File: src/rtl/uart_tx_feeder.sv
// uart_tx_feeder: byte FIFO that feeds a UART transmitter one strobed byte at a time.
// Ports:
//   clk, reset            single clock, synchronous active-high reset
//   enable                permits launching new bytes to the transmitter
//   wr_en, wr_data        host push strobe and byte
//   full, empty, count    FIFO occupancy (count excludes the byte held in Tx_DATA)
//   overflow              sticky, push attempted while full
//   tx_timeout            sticky, Tx_BUSY failed to rise after a strobe
//   Tx_EN, Tx_WR, Tx_DATA transmitter enable, one-cycle write strobe, byte
//   Tx_BUSY               transmitter busy status
module uart_tx_feeder #(
    parameter int DEPTH        = 16,
    parameter int BUSY_TIMEOUT = 15
) (
    input  logic                     clk,
    input  logic                     reset,
    input  logic                     enable,
    input  logic                     wr_en,
    input  logic [7:0]               wr_data,
    output logic                     full,
    output logic                     empty,
    output logic [$clog2(DEPTH):0]   count,
    output logic                     overflow,
    output logic                     tx_timeout,
    output logic                     Tx_EN,
    output logic                     Tx_WR,
    output logic [7:0]               Tx_DATA,
    input  logic                     Tx_BUSY
);
    localparam int AW = $clog2(DEPTH);

    typedef enum logic [1:0] {IDLE, LOAD, WAIT_BUSY, WAIT_DONE} state_t;

    state_t        state;
    logic [7:0]    mem [DEPTH];
    logic [AW-1:0] wptr, rptr;
    logic [7:0]    tmr;
    logic          push, pop;

    assign full  = count == (AW+1)'(DEPTH);
    assign empty = count == '0;
    assign push  = wr_en & ~full;
    // empty comes from the registered count, so a byte pushed at this edge is never popped at it
    assign pop   = (state == IDLE) & enable & ~empty & ~Tx_BUSY;
    // a launched frame keeps the transmitter enabled until it completes
    assign Tx_EN = enable | (state != IDLE);

    always_ff @(posedge clk)
        if (push) mem[wptr] <= wr_data;

    always_ff @(posedge clk) begin
        if (reset) begin
            state      <= IDLE;
            wptr       <= '0;
            rptr       <= '0;
            count      <= '0;
            overflow   <= 1'b0;
            tx_timeout <= 1'b0;
            Tx_WR      <= 1'b0;
            Tx_DATA    <= 8'h00;
            tmr        <= '0;
        end else begin
            if (push) wptr <= wptr + 1'b1;
            if (wr_en & full) overflow <= 1'b1;
            if (push & ~pop) count <= count + 1'b1;
            else if (pop & ~push) count <= count - 1'b1;
            case (state)
                IDLE: if (pop) begin
                    Tx_DATA <= mem[rptr];
                    rptr    <= rptr + 1'b1;
                    Tx_WR   <= 1'b1;
                    state   <= LOAD;
                end
                LOAD: begin
                    Tx_WR <= 1'b0;
                    tmr   <= '0;
                    state <= WAIT_BUSY;
                end
                WAIT_BUSY: if (Tx_BUSY) state <= WAIT_DONE;
                else if (tmr == 8'(BUSY_TIMEOUT - 1)) begin
                    tx_timeout <= 1'b1;
                    state      <= IDLE;
                end else tmr <= tmr + 1'b1;
                WAIT_DONE: if (!Tx_BUSY) state <= IDLE;
            endcase
        end
    end
endmodule

File: config.mk
export PLATFORM = sky130hd
export DESIGN_NAME = uart_tx_feeder
export DESIGN_NICKNAME = d
export VERILOG_FILES = /design/src/rtl/uart_tx_feeder.sv
export SDC_FILE = /design/constraint.sdc
export NUM_CORES = 1
export LEC_CHECK = 0
export CORE_MARGIN = 5
export CORE_UTILIZATION = 60
export CTS_CLUSTER_SIZE = 12
export DETAILED_ROUTE_END_ITERATION = 7
export PLACE_DENSITY = 0.79
export SKIP_LAST_GASP = 1
export SYNTH_ARGS = -nofsm -noshare
export SYNTH_HDL_FRONTEND = slang
export SYNTH_SLANG_ARGS = --single-unit
File: constraint.sdc
create_clock -name clk -period 3.88 [get_ports clk]
set_input_delay 0.776 -clock clk [delete_from_list [all_inputs] [get_ports clk]]
set_output_delay 0.776 -clock clk [all_outputs]
set_load 0.05 [all_outputs]
Word-level counts from Yosys, hierarchy flattened:

Memories as Yosys holds them, arrays and structs flattened. A register that Yosys moved wholly into a read port is not among the register bits.
Index checks and enable logic that the tools add are counted.

* bitwise gates (word level): 13
* add/sub/neg operators: 5
* equal/unequal tests: 10
* muxes and demuxes: 14
* reductions and logical operators: 11

Operators by type and width (count)
* $mux W8: 2
* $pmux W8 S2: 1
* $mux W5: 2
* $reduce_and A3 Y1: 3
* $add A4 B1 Y4 const B: 2
* $add A8 B1 Y8 const B: 1
* $eq A8 B4 Y1 const B: 1
* $mux W2: 4
* $ne A2 B2 Y1 const B: 4
* $pmux W2 S4: 1
* $reduce_bool A2 Y1: 4
* $and A1 B1 Y1: 7
* $add A5 B1 Y5 const B: 1
* $eq A5 B5 Y1 const B: 1
* $logic_not A5 Y1: 1
* $not A1 Y1: 5
* $sub A5 B1 Y5 const B: 1
* $eq A2 B2 Y1 const B: 2
* $reduce_and A2 Y1: 2
* $mux W1: 3
* $ne A3 B3 Y1 const B: 1
* $eq A2 B1 Y1 const B: 1
* $logic_not A2 Y1: 1
* $pmux W1 S2: 1
* $or A1 B1 Y1: 1

* output and inout port bits: 19
* memories: 1
* register bits after elaboration: 26
* input port bits: 13
* bits in writable memories: 128

Memory list
* mem: depth 16, width 8, read ports 1, clocked after memory_dff 1, wr ports 1, line 35 `logic [7:0] mem [DEPTH];`

Depth between registers and ports, before layout:

Gate-level depths: netlist of the first run.

* word-level depth: 7
* mapped depth: 11

Worst setup path before layout of the first run:

Ideal clock, no wire load.

* path type: input-to-reg
* from: input port Tx_BUSY
* to: register count[4]
* cell stages on the path: 11
* required time: 3.759 ns
* setup slack: 0.517 ns
* arrival: 3.242 ns
* path buffers: 1
* cells stage by stage: nor4b_1 a21boi_0 clkbuf_1 inv_1 ha_1 inv_1 ha_1 a21o_1 a21oi_1 mux2i_1 mux2_2

* word-level cells in the longest chain between the ends: 5
* elaborated cells on any way between the ends: 7
* classes of those cells: mux: 1; bitwise: 5; reduce/logical: 1

Ends and longest elaborated chain
* from (decl): line 28 `input logic Tx_BUSY`
* $not A1 Y1 (no line) (*)
* $and A1 B1 Y1 (*): line 44 `assign pop = (state == IDLE) & enable & ~empty & ~Tx_BUSY;`
* $not A1 Y1: line 65 `if (push & ~pop) count <= count + 1'b1;`
* $and A1 B1 Y1: line 65
* $mux W5 or $reduce_bool A2 Y1 (tied branches)
* to (signal assigned): line 65
* to (signal assigned): line 66 `else if (pop & ~push) count <= count - 1'b1;`
* to (decl): line 22 `output logic [$clog2(DEPTH):0] count,`

Mark *: on every way between the ends. The rest lies on a longest branch, timed or not.
A chain may end at the register's enable or synchronous reset.

Final worst setup path of the first run:

* from: register count[0]
* to: output port full

* word-level cells in the longest chain between the ends: 1

Ends and longest elaborated chain
* $eq A5 B5 Y1: line 40 `assign full = count == (AW+1)'(DEPTH);`
* to (decl): line 20 `output logic full,`

Every way passes these cells.

==> results of run 1 <==
==> kinds of logic (layout without fill, tap and decap cells) <==
group                    after synthesis  in the layout  share of synthesized area [%]
flip-flops                           162            162                          68.60
AND/OR/NAND/NOR                      104            104                          7.873
AO/OA/AOI/OAI                         70             70                          7.190
multiplexers                          67             67                          10.57
buffers and inverters                 33             79                          2.049
adder cells (fa/ha/maj)               12             12                          2.390
XOR/XNOR                              10             10                          1.328
==> metal layers <==
layer  share of wire, %  vias to the layer above
li1                   -                     1837
met1                 39                     1863
met2                 50                      138
met3                8.8                       19
met4                2.3                        0
met5                  0                        -
==> layout by cell type, fill, tap and decap left out, types with 2 or more instances in the layout <==
master | synthesis | layout
a31oi_1 | 3 | 3
a211oi_1 | 7 | 7
mux2i_1 | 64 | 64
o22ai_1 | 30 | 30
o211ai_1 | 3 | 3
nor4_1 | 9 | 9
nor2_1 | 47 | 47
buf_4 | 0 | 7
ha_1 | 11 | 11
clkinvlp_4 | 0 | 3
mux4_2 | 2 | 2
nand3_1 | 9 | 9
clkinv_4 | 0 | 3
edfxtp_1 | 128 | 128
nand2_1 | 8 | 8
inv_6 | 0 | 3
a21oi_1 | 11 | 11
dfxtp_1 | 34 | 33
and2_1 | 2 | 2
o31ai_1 | 2 | 2
nand2b_1 | 6 | 6
o21ai_0 | 2 | 2
or3b_2 | 3 | 3
or4_1 | 2 | 2
clkbuf_1 | 14 | 2
nand3b_1 | 4 | 4
a21boi_1 | 1 | 2
clkinv_2 | 0 | 2
clkdlybuf4s50_1 | 0 | 31
a21o_1 | 2 | 2
nor3_1 | 6 | 6
a311oi_1 | 4 | 4
xnor2_1 | 5 | 5
clkbuf_16 | 0 | 16
xor2_1 | 5 | 5
and3_1 | 2 | 2
inv_1 | 9 | 9
==> path summary, 6_finish.rpt <==
| path | to | slack (ps) | startpoint | depth (start not counted) |
|---|---|---|---|---|
| setup / recovery | full | 530 | count[0] | 3 |
| hold / removal | Tx_WR | 480 | Tx_WR | 2 |
| setup reg to reg | count[4] | 950 | state[1] | 10 |
| hold reg to reg | Tx_WR | 480 | Tx_WR | 2 |
==> cell type report <==
class / count / area, sq um
clock buffers: 19 / 421.7
clock inverters: 13 / 101.3
fillers: 714 / 3234
inverters: 9 / 33.78
multi-input cells: 263 / 1936
flip-flops and latches: 162 / 4528
well taps: 140 / 175.2
repair buffers: 38 / 362.8
==> per-stage QoR <==
stage,power (W),instances
2_1_floorplan,0.002707,458
3_3_place_gp,0.002978,612
3_5_place_dp,0.003013,612
4_1_cts,0.004468,644
5_1_grt,0.004634,644
6_report,0.004440,644
==> power by group <==
group          total, W  internal, W  switching [W]
registers       0.00206      0.00197      0.0000890
logic          0.000913     0.000327       0.000586
clock network   0.00146     0.000794       0.000670
total           0.00444      0.00310        0.00134
==> worst max-delay path: stages, from the launching register on <==
cell and delay [ps]:
dfxtp_1 380, or4_1 670, nor2_1 170, clkdlybuf4s50_1 820
==> registers in the layout, summed over array words and instances, names as in the netlist <==
signal      cells
count           5
tmr             8
overflow        1
mem           128
Tx_WR           1
wptr            4
rptr            4
Tx_DATA         8
tx_timeout      1
state           2
==> qor.yml, run 1 <==
die-area_sq_um: 13190
status: "finished clean"
ys_async_sr_fraction_pct: 0
setup_ws_ps: 527.8
synth_edf_count: 128
rsz0062_at_grt: "false"
worstMarginPinSlew_ps: 1109
cts.htree.levels: 4
rows: 38
p_leak_nw: 2.386
cts_resized: 0
use_met3_pct: 6.263
drt.antenna.violating_nets: 0
worstSkewPairLatency_ps: 540
track_usage_pct: 20.87
grt.busiest_layer: "met2"
ys_seq_area_share_pct: 68.60
num_vias: 3857
cts.clk_slew.worst_paths_ps: 70
finish.net_count: 516
vias_per_cell: 5.989
synth_area_leader_cell: "edfxtp_1"
initial_core_util_pct: 61.11
ys_types: 45
grt_use_met1_pct: 26.77
syn_inst: 458
finalCoreUtilization_pct: 70.03
syn_nets: 483
antenna_found_initial: 0
cts_buffers: 17
period_share_pct: 86.40
p_per_area_nw_per_um2: 587.4
drive_gt1_share_pct: 9.722
ys.flop_type: "edfxtp_1"
place_area_sq_um: 7036
worst_ep_required_time_ps: 3100
hold_viol_final: 0
detail_route.wl_per_cell_um: 19.84
io_buffers: 31
cts_tree: "done"
drt_wl_total_mm: 12.77
die_y_um: 114.8
fmax_mhz: 298.3
synth_top_area_share_pct: 58.28
setup_violations: 0
root_buffer: "clkbuf_8"
synth_most_common_cell: "edfxtp_1"
worstSetupPathType: "register to output port"
drt_iter0_drc: 431
ys_top_cells_by_count: "128 x edfxtp_1, 64 x mux2i_1, 47 x nor2_1"
pre_cts_ws_ps: 146.5
postLayoutCellArea_sq_um: 7559
critPathLaunchType: "register"
grt_pass1_wl_mm: 20.08
syn-cell-area_sq_um: 6595
end_kind: "output port"
io_pins: 32
grt_pass1_vias: 3761
dieWidth_um: 114.8
grt-ovfl-total: 0
area_growth_pct: 14.61
slew_headroom_pct: 26.04
whs_ps: 483.3
drc_errors: 0
irDropWorstVdd_mv: 0.4988
period_needed_ps: 3352
critPathArrivalTime_ps: 2580
max_cap_violations: 0
yosys_warnings: 0
cts_hold_buf: 0
grt.met2_usage_pct: 33.49
cts_num_sinks: 162
fin_skew_ps: 7.263
gp_congestion: 0.8215
avgSynthCellArea_sq_um: 14.40
hp-class: "register to register"
synth_seq_cells: 162
path_max_fanout: 6
core_area_sq_um: 10790
fin_setup_tns_ps: 0
post-dp-hpwl_mm: 8.271
synth_top_cells_by_area: "edfxtp_1 58%, dfxtp_1 10%, mux2i_1 9.7%"
firstDrtPassIters: 4
grt_max_degree: 65
antenna_cells: 0
post_cts.repair.setup_buffers: 0
cts_max_path_buffers: 2
maxSlewViolCount: 0
(Power assumes the default switching activity.)
==> run 2: changes to the inputs <==
- CTS_CLUSTER_DIAMETER: default -> 150
==> results of run 2 <==
No change in the layout: final DEF, timing and power equal those of run 1.
==> run 3: changes to the inputs <==
- HOLD_SLACK_MARGIN: default -> 0.02
==> results of run 3 <==
No change in the layout: final DEF, timing and power equal those of run 1.
